File: config.mk
export PLATFORM = sky130hd
export DESIGN_NAME = axis_fifo_flagged
export DESIGN_NICKNAME = d
export VERILOG_FILES = /design/src/rtl/axis_fifo_flagged.sv
export SDC_FILE = /design/constraint.sdc
export NUM_CORES = 1
export LEC_CHECK = 0
export ABC_AREA = 1
export CORE_MARGIN = 2
export CORE_UTILIZATION = 65
export DETAILED_ROUTE_END_ITERATION = 10
export GPL_ROUTABILITY_DRIVEN = 0
export PLACE_DENSITY = 0.84
export SLEW_MARGIN = 25
export SYNTH_ARGS = -nofsm -noshare
export SYNTH_HDL_FRONTEND = slang
export SYNTH_SLANG_ARGS = --single-unit
File: constraint.sdc
create_clock -name clk -period 10 [get_ports clk]
set_input_delay 1.5 -clock clk [delete_from_list [all_inputs] [get_ports clk]]
set_output_delay 1.5 -clock clk [all_outputs]
set_load 0.005 [all_outputs]
File: src/rtl/axis_fifo_flagged.sv
// AXI-Stream FIFO with occupancy count, almost-full/almost-empty flags, synchronous flush and
// arbitrary (non-power-of-two) depth. Define AXIS_FIFO_FLAGGED_LAST_EN to carry a TLAST bit per entry.
module axis_fifo_flagged #(
   parameter int DATA_WIDTH   = 32,
   parameter int FIFO_DEPTH   = 16,
   parameter int ALMOST_FULL  = 12,
   parameter int ALMOST_EMPTY = 2
) (
   input  logic                                 clk,
   input  logic                                 rst,
   input  logic                                 flush,
   input  logic                                 input_valid,
   output logic                                 input_ready,
   input  logic [DATA_WIDTH-1:0]                input_data,
`ifdef AXIS_FIFO_FLAGGED_LAST_EN
   input  logic                                 input_last,
   output logic                                 output_last,
`endif
   output logic                                 output_valid,
   input  logic                                 output_ready,
   output logic [DATA_WIDTH-1:0]                output_data,
   output logic [$clog2(FIFO_DEPTH+1)-1:0]      occupancy,
   output logic                                 almost_full,
   output logic                                 almost_empty
);

   localparam int OCC_W = $clog2(FIFO_DEPTH + 1);
   localparam int PTR_W = (FIFO_DEPTH > 1) ? $clog2(FIFO_DEPTH) : 1;
`ifdef AXIS_FIFO_FLAGGED_LAST_EN
   localparam int ENTRY_W = DATA_WIDTH + 1;
`else
   localparam int ENTRY_W = DATA_WIDTH;
`endif

   localparam logic [OCC_W-1:0] OCC_FULL   = OCC_W'(FIFO_DEPTH);
   localparam logic [OCC_W-1:0] OCC_AFULL  = OCC_W'(ALMOST_FULL);
   localparam logic [OCC_W-1:0] OCC_AEMPTY = OCC_W'(ALMOST_EMPTY);
   localparam logic [PTR_W-1:0] PTR_LAST   = PTR_W'(FIFO_DEPTH - 1);

   generate
      if (FIFO_DEPTH < 2) begin : g_bad_depth
         $error("axis_fifo_flagged: FIFO_DEPTH must be at least 2");
      end
      if (ALMOST_FULL > FIFO_DEPTH) begin : g_bad_afull
         $error("axis_fifo_flagged: ALMOST_FULL must not exceed FIFO_DEPTH");
      end
      if (ALMOST_EMPTY >= FIFO_DEPTH) begin : g_bad_aempty
         $error("axis_fifo_flagged: ALMOST_EMPTY must be below FIFO_DEPTH");
      end
   endgenerate

   logic [ENTRY_W-1:0] mem [FIFO_DEPTH];
   logic [PTR_W-1:0]   wr_ptr;
   logic [PTR_W-1:0]   rd_ptr;
   logic [OCC_W-1:0]   occ;
   logic [ENTRY_W-1:0] entry_in;
   logic [ENTRY_W-1:0] head;
   logic               write_en;
   logic               read_en;

   // Handshake: a beat transfers on a rising edge where valid and ready are both high. Ready and
   // valid come only from registered occupancy, so neither depends on the partner's signal.
   assign input_ready  = (occ != OCC_FULL);
   assign output_valid = (occ != '0);
   assign write_en     = input_valid & input_ready;
   assign read_en      = output_valid & output_ready;

`ifdef AXIS_FIFO_FLAGGED_LAST_EN
   assign entry_in    = {input_last, input_data};
   assign output_last = head[DATA_WIDTH];
`else
   assign entry_in    = input_data;
`endif
   assign head         = mem[rd_ptr];
   assign output_data  = head[DATA_WIDTH-1:0];
   assign occupancy    = occ;
   assign almost_full  = (occ >= OCC_AFULL);
   assign almost_empty = (occ <= OCC_AEMPTY);

   // Explicit wrap keeps pointers inside the array for any depth.
   function automatic logic [PTR_W-1:0] ptr_next(input logic [PTR_W-1:0] p);
      return (p == PTR_LAST) ? '0 : p + 1'b1;
   endfunction

   always_ff @(posedge clk) begin
      if (!rst || flush) begin
         wr_ptr <= '0;
         rd_ptr <= '0;
         occ    <= '0;
      end else begin
         if (write_en) wr_ptr <= ptr_next(wr_ptr);
         if (read_en)  rd_ptr <= ptr_next(rd_ptr);
         case ({write_en, read_en})
            2'b10:   occ <= occ + 1'b1;
            2'b01:   occ <= occ - 1'b1;
            default: occ <= occ;
         endcase
      end
   end

   // Storage is deliberately not reset; a flushed word is never written.
   always_ff @(posedge clk) begin
      if (write_en && rst && !flush) mem[wr_ptr] <= entry_in;
   end

endmodule

==> run metrics, run 1 <==
status=finished clean; minimum clock period=5.56 ns; DP Area=23000 sq um; Worst Max-Slew Pin Slew=0.995 ns; number of H-tree levels=2; Pre-Repair DR Iteration Count=6; All-Layer GR Usage=0.294; reg2reg path depth=7; fin crit share=0.556; largest net degree at the start of global routing=138; Setup Viol. Count Final=0; commonest non-fill, non-tap cell in the layout=nand2_1; arrival time worst endpoint=4.06 ns; f_max=180 MHz; core area=33400 sq um; die width=188 um; Comb pwr share=0.085; initial antenna violation count=1; clock sink count=529; max cap viols=0; Psw=1.04 mW; Syn Inst Count=1985; HP Start=rd_ptr[0]$_SDFFE_PP0N_; hold crit path type=register to register; post-synthesis cell area=21900 sq um; Initial Util=0.657; WL per Instance=20.3 um; share of the synthesized area in the top cell type=0.701; LEAKAGE=9.41 nW; clock latency on the worst-skew pair=0.56 ns; final instance area=24600 sq um; crit start category=register; P_int=3.63 mW; row cnt=67; port buffer count=77; Avg Vias per Cell=5.89; post-synth cell types=25; Finished Layout Cells=2519; R2R Setup Slk=7.32 ns; Synth area leaders=edfxtp_1, nand2_1, nand3_1; CP Max Fanout=137; CTS Buf Count=51; most used flip-flop cell after synthesis=edfxtp_1; Clock power frac=0.388; CTS max path bufs=3; global-route wire length before repair=79700 um; Ant. Diodes=0; IO Count=78; sequential fraction of the synthesis area=0.717; via count=14.8k; Synth-to-Final Area Change=12.1%; share of cells above drive strength 1=0.0570; R2R Path Start=occupancy[1]$_SDFFE_PP0P_; peak supply drop=0.148 mV; Fin. Hold Viols=0; Die ar.=35200 sq um; number of synthesized flops with an enable pin=512; total negative slack=0 ns; Setup CP Type=register to output pin; synthesis-stage register bit count=529; hold depth=2; Setup Skew=0.0134 ns; Critical Path RT=8.50 ns; net count after synthesis=2032; syn avg cell area=11.0 sq um; Pwr Density=190 nW/um^2; nets@finish=2082; CTS tree=built; Rel. slew slack=0.337; Die H=188 um; clock root buffer=clkbuf_16; biggest area consumer among synthesized cells=edfxtp_1; fillcell total=2112; DP Wirelength=24800 um; placed cells=2429; gr ovfl total=0; Ys Warns=0; hold-fix buffers at CTS=0; Sequential Area=15700 sq um; most frequent cells in the layout=nand2_1, edfxtp_1, nand3_1, nor2_1, inv_1; sw frac=0.222; Reg power frac=0.527; CP Capture Type=output pin; RSZ-0062 raised after global routing=no; ys async rst share=0; vias in the first global route=14.9k; post_cts resized=0; Routed WL=51300 um; area of the multi-input gates=5380 sq um; Initial DRC Count=2006; DRC Markers=0; final antenna-violating net count=0; Final Max Tran Viols=0; Clock transition at path regs=0.06 ns; RR Endpoint=mem[10][1]$_DFFE_PP_; # Post-CTS Setup Buffers=0
Yosys cell counts (2+ instances only):
master,count
nand2_1,762
edfxtp_1,512
nand3_1,235
nor2_1,150
inv_1,91
o21ai_0,73
clkbuf_1,38
buf_2,36
buf_6,17
dfxtp_1,17
a21oi_1,13
buf_1,13
ha_1,9
nor3_1,3
inv_2,2
nand4_1,2
o211ai_1,2
xnor2_1,2
xor2_1,2
per-layer routing:
| layer | share of wire | vias up | GRT usage |
|---|---|---|---|
| met4 | 0.036 | 2 | 0.137 |
| met2 | 0.50 | 893 | 0.499 |
| met5 | 0.00021 | - | 0 |
| li1 | - | 6773 | - |
| met3 | 0.099 | 170 | 0.0429 |
| met1 | 0.36 | 6995 | 0.379 |
registers in the layout, indices dropped and copies added (netlist names), named ones only:
register / flops
rd_ptr: 4
occupancy: 5
mem: 512
wr_ptr: 4
stage by stage:
step | setup slack [ns] | utilization | hold slack [ns] | total power [mW]
6_report | 4.44 | 0.736 | 0.501 | 4.66
4_1_cts | 4.39 | 0.736 | 0.509 | 4.67
3_3_place_gp | 4.75 | 0.689 | 0.486 | 2.87
5_1_grt | 4.22 | 0.736 | 0.539 | 4.80
2_1_floorplan | 5.19 | - | 0.467 | 2.74
3_5_place_dp | 5.00 | 0.689 | 0.492 | 2.89
critical path, stage by stage, from the launching register on:
cell	delay [ns]
dfxtp_4	0.45
buf_16	0.25
inv_6	0.72
buf_6	0.74
nand2_1	0.14
nand2_1	0.16
nand2_1	0.10
nand3_1	0.14
nand3_1	0.08
nand2_1	0.10
clkdlybuf4s50_1	0.50
cell families after synthesis:
family	share of synthesized area
adder cells (fa/ha/maj)	0.00605
AO/OA/AOI/OAI	0.0203
XOR/XNOR	0.00160
AND/OR/NAND/NOR	0.212
flip-flops	0.717
buffers and inverters	0.0429
area by class of cell:
type                       instances  area share
sequential                       529       0.640
multi-input combinational       1257       0.219
clock buffer                      67      0.0561
timing repair buffer             103      0.0403
tap                              448      0.0228
inverter                          93      0.0147
clock inverter                    22     0.00733
power by group through the flow:
stage / Combinational, mW / Clock, mW / Sequential [mW]
detailed placement: 0.379 / 0 / 2.51
global placement: 0.364 / 0 / 2.51
global route: 0.441 / 1.90 / 2.46
finish: 0.397 / 1.81 / 2.46
CTS: 0.386 / 1.82 / 2.46
floorplan: 0.246 / 0 / 2.49
worst max-delay path by stage:
stage	from	to	slack, ns	depth (start not counted)
CTS	register	output_data[7]	4.39	9
finish	register	output_data[7]	4.44	10
detailed placement	register	output_data[7]	5.00	9
global route	register	output_data[20]	4.22	10
global placement	register	output_data[5]	4.75	9
floorplan	rst	mem[3][0]$_DFFE_PP_	5.19	6
No activity file was read; power rests on OpenSTA's default activity.
==> run 2: changes to the inputs <==
--- a/config.mk
+++ b/config.mk
@@ -7,10 +7,10 @@
 export LEC_CHECK = 0
 export ABC_AREA = 1
 export CORE_MARGIN = 2
-export CORE_UTILIZATION = 65
+export CORE_UTILIZATION = 61
 export DETAILED_ROUTE_END_ITERATION = 10
 export GPL_ROUTABILITY_DRIVEN = 0
-export PLACE_DENSITY = 0.84
+export PLACE_DENSITY = 0.8
 export SLEW_MARGIN = 25
 export SYNTH_ARGS = -nofsm -noshare
 export SYNTH_HDL_FRONTEND = slang
==> constraint.sdc (replaced) <==
create_clock -name clk -period 5.2 [get_ports clk]
set_input_delay 0.78 -clock clk [delete_from_list [all_inputs] [get_ports clk]]
set_output_delay 0.78 -clock clk [all_outputs]
set_load 0.005 [all_outputs]
==> run metrics, run 2 (synthesis gave the netlist of run 1 again) <==
Ant. Diodes=0 (unchanged); IO Count=78 (unchanged); max cap viols=0 (unchanged); CP Max Fanout=93 (-32%); Biggest register=mem; port buffer count=77 (unchanged); Hold WS=0.502 ns (+0.000743 ns); Worst Max-Slew Pin Slew=1.05 ns (+0.0575 ns); global-route wire length before repair=82100 um (+3.0%); Die H=194 um (+3.2%); CP Capture Type=output pin; hold-fix buffers at CTS=0 (unchanged); CTS tree=built; HP Start=rd_ptr[3]$_SDFFE_PP0N_; CTS Buf Count=51 (unchanged); gr ovfl total=0 (unchanged); Initial DRC Count=1763 (-12%); minimum clock period=4.29 ns; Pre-Repair DR Iteration Count=6 (unchanged); vias in the first global route=14.7k (-1.3%); Routed WL=54000 um (+5.4%); LEAKAGE=9.47 nW (+0.65%); Initial Util=0.618 (-0.0392); arrival time worst endpoint=3.51 ns (-0.55 ns); DRC Markers=0 (unchanged); Rel. slew slack=0.298 (-0.0383); # Post-CTS Setup Buffers=0 (unchanged); clock sink count=529 (unchanged); clock root buffer=clkbuf_16; Fin. Hold Viols=0 (unchanged); max reg flops=512 (unchanged); die width=194 um (+3.2%); Critical Path RT=4.42 ns (-4.08 ns); All-Layer GR Usage=0.286 (-0.00791); post_cts resized=0 (unchanged); fin crit share=0.825; Placement Setup Slack=1.52 ns (-3.48 ns); DP Wirelength=29900 um (+21%); DP Area=23100 sq um (+0.36%); RSZ-0062 raised after global routing=no; crit start category=register; R2R Path Start=occupancy[1]$_SDFFE_PP0P_; total negative slack=0 ns (unchanged); row cnt=69 (+3.0%); peak supply drop=0.359 mV (+140%); status=finished clean; Avg Vias per Cell=5.89 (about the same); commonest non-fill, non-tap cell in the layout=nand2_1; Setup Skew=0.0247 ns (+0.0113 ns); final worst slack=0.911 ns (-3.53 ns); Die ar.=37500 sq um (+6.4%); clock latency on the worst-skew pair=0.60 ns (+0.04 ns); f_max=233 MHz; initial antenna violation count=0 (-1); final antenna-violating net count=0 (unchanged); Synth-to-Final Area Change=13.3%; WL per Instance=21.3 um (+4.7%); via count=14.9k (+0.62%); final instance area=24800 sq um (+1.0%); core area=35500 sq um (+6.3%); Final Max Tran Viols=0 (unchanged); Setup CP Type=register to output pin; final core occ=0.700 (-0.0367); share of cells above drive strength 1=0.0545 (-0.00252); largest net degree at the start of global routing=145 (+5.1%); CTS max path bufs=3 (unchanged); hold crit path type=register to register; Setup Viol. Count Final=0 (unchanged); Clock transition at path regs=0.06 ns (about the same); fillcell total=2338 (+11%); most frequent cells in the layout=nand2_1, edfxtp_1, nand3_1, nor2_1, inv_1; Pwr Density=363 nW/um^2 (+91%); number of H-tree levels=2 (unchanged); nets@finish=2084 (+0.096%)
run 2: cell types whose count changed in the layout (fill, tap and decap cells not counted), sizes merged:
cell      delta
buf          +2
clkinv       +3
clkinvlp     -1
run 2: cell type report:
class / count / area [sq um] / share of cell area
inverters: 93 / 359 / 0.0145
repair buffers: 105 / 1260 / 0.0506
well taps: 461 / 577 / 0.0232
flip-flops and latches: 529 / 15700 / 0.633
clock inverters: 24 / 198 / 0.00796
multi-input cells: 1257 / 5380 / 0.217
clock buffers: 67 / 1340 / 0.0538
run 2: path summary, 6_finish.rpt:
check	cells after the start	endpoint	slack (ns)
setup reg to reg	7	mem[1][14]$_DFFE_PP_	2.61
hold / removal	2	register	0.50
hold reg to reg	2	register	0.50
setup / recovery	9	output_data[2]	0.91
run 2: worst max-delay path: stages, from the launching register on:
cell             delay, ns
dfxtp_4               0.53
inv_6                 0.63
buf_4                 0.48
nand2_1               0.09
nand2_1               0.11
nand2_1               0.07
nand3_1               0.10
nand3_1               0.10
nand2_1               0.17
clkdlybuf4s50_1       0.53
run 2: layer usage:
layer  up-vias  track usage  wire (um)
met5         -            0          0
li1       6789            -          -
met3       148       0.0525       5340
met4         0        0.128       2170
met1      7123        0.376      20300
met2       865        0.470      26200
run 2: where the power goes:
group	internal [mW]	leakage, nW	switching (mW)
Sequential	4.70	4.75	0.0280
Combinational	0.281	3.98	0.535
Clock	1.95	0.740	1.53
Total	6.93	9.47	2.09
run 2: stage by stage:
step           total power [mW]  std cells
3_3_place_gp               5.58       2432
3_5_place_dp               5.61       2436
4_1_cts                    9.03       2527
5_1_grt                    9.28       2536
2_1_floorplan              5.27       1985
6_report                   9.01       2536
==> edit: new RTL, settings of run 2 <==
The option `AXIS_FIFO_FLAGGED_LAST_EN` is turned on by a define.
--- a/src/rtl/axis_fifo_flagged.sv
+++ b/src/rtl/axis_fifo_flagged.sv
@@ -2,2 +2,4 @@
 // arbitrary (non-power-of-two) depth. Define AXIS_FIFO_FLAGGED_LAST_EN to carry a TLAST bit per entry.
+`define AXIS_FIFO_FLAGGED_LAST_EN
+
 module axis_fifo_flagged #(
Interface: changed (added input_last and output_last); port bits go from 78 to 80. No check against the original RTL was run, so the function may have changed too.
==> edit against run 2 <==
  * Sequential share of layout area shrank 0.29 points
  * Cell area increased by 3.5%
  * Via count rose by 1.1%
  * Total power up 5.9%
  * Synthesized cell count rose by 2.8%
  * Count of clock-buffer cells in the layout shrank 4
  * Synthesized area up 2.7%
  * Clock power increased by 12%
  * Wire length decreased by 3.9%
  * Sequential cell count grew 16
  * Combinational power about the same
  * Worst setup slack better by 240 ps
==> edit: results (changes against run 2) <==
metric,value,unit,change
leading cell types by count after synthesis,"sky130_fd_sc_hd__nand2_1, sky130_fd_sc_hd__edfxtp_1, sky130_fd_sc_hd__nand3_1",,
slew of the pin with the lowest slew margin,1070,ps,+19.5 ps
result of the run,finished clean,,
number of multi-input combinational cells in the layout,1286,,+2.3%
Vias per Instance,5.78,,-1.8%
total vias in the final route,15100,,+1.1%
Routed met3 length,4.24,mm,-21%
slowest cell on the critical path,sky130_fd_sc_hd__clkdlybuf4s50_1,,
total routing resource utilization after global routing,27.6,%,-0.99 points
flip-flop count of the largest register after layout,528,,+3.1%
clock buffers,63,,-6.0%
global routing usage on met3,4.38,%,-0.86 points
XOR/XNOR Fraction of Synth Area,0.156,%,-0.0042 points
leading cell types by total area after synthesis,"sky130_fd_sc_hd__edfxtp_1, sky130_fd_sc_hd__nand2_1, sky130_fd_sc_hd__nand3_1",,
multi-input gate share of total cell area,21.4,%,-0.20 points
count of port buffers added during placement,79,,+2.6%
mean post-synth cell area,11.0,sq um,-0.12%
sequential standard cell area,0.0162,sq mm,+3.1%
final clock skew,23.2,ps,-1.51 ps
area share of fa/ha/maj cells after synthesis,0.589,%,-0.016 points
Max Used Layer,met4,,
hold slack,511,ps,+9.00 ps
total leakage power,9.82,nW,+3.7%
number of clock buffers inserted by TritonCTS,53,,+3.9%
number of synthesized flops with an enable pin,528,,+3.1%
maximum ir drop on the vdd rail,0.315,mV,-12%
fraction of final layout cells with drive strength greater than 1,6.44,%,+0.99 points
count of buffers not belonging to the clock network in the layout,112,,+6.7%
"Seq/Total Area, Yosys",72.0,%,+0.25 points
library cells used by synthesis,24,,-4.0%
number of flip-flops and latches,545,,+3.0%
cell area after placement,0.0238,sq mm,+3.3%
met2 wire len,25.8,mm,-1.6%
largest net degree at the start of global routing,157,,+8.3%
starting DRC count in detailed routing,1715,,-2.7%
met2 usage,45.6,%,-1.4 points
number of antenna cells inserted,0,,unchanged
largest driver fanout on the critical path,110,,+18%
met1 usage in global routing,37.2,%,-0.45 points
data arrival time of the critical path,3270,ps,-240 ps
inverter count,102,,+9.7%
global-route wire length before repair,81.3,mm,-0.92%
maximum cell stage delay along the critical path,540,ps,-90 ps
placed wire-length estimate,28.8,mm,-3.7%
Post-Syn Nets,2089,,+2.8%
layout filler cell count,2389,,+2.2%
post-synthesis cell count,2041,,+2.8%
Metal-1 WL,20.1,mm,-1.2%
overall routed net length,52.0,mm,-3.9%
placed cell count,2508,,+3.0%
dpl ws,1510,ps,-4.15 ps
Data buffer area share,4.86,%,-0.20 points
compound-cell area share of the yosys netlist,2.10,%,+0.069 points
Worst R2R Setup Slack,2540,ps,-70 ps
## edit: cell count changes after synthesis, moves of 9 or more
cell	delta
sky130_fd_sc_hd__nand2_1	+30
sky130_fd_sc_hd__buf_4	+16
sky130_fd_sc_hd__buf_6	-16
sky130_fd_sc_hd__edfxtp_1	+16
sky130_fd_sc_hd__nor2_1	-10
sky130_fd_sc_hd__inv_1	+9
## edit: where the power goes
part / internal, mW / leakage [nW] / switching (mW) / total [mW]
Clock: 2.25 / 0.850 / 1.62 / 3.88
Combinational: 0.289 / 4.08 / 0.527 / 0.817
Sequential: 4.84 / 4.89 / 0.0186 / 4.86
## edit: worst register-to-register path, delay by kind of cell (launching register included)
family / cells / cell delay, ps
flip-flops: 1 / 420
AND/OR/NAND/NOR: 6 / 1470
buffers and inverters: 1 / 430
## edit: worst paths after layout
path,depth (start not counted),startpoint,to
max,9,register,output_data[26]
min,2,rd_ptr[3],register
max reg2reg,7,occupancy[1],mem[2][6]
min reg2reg,2,rd_ptr[3],register
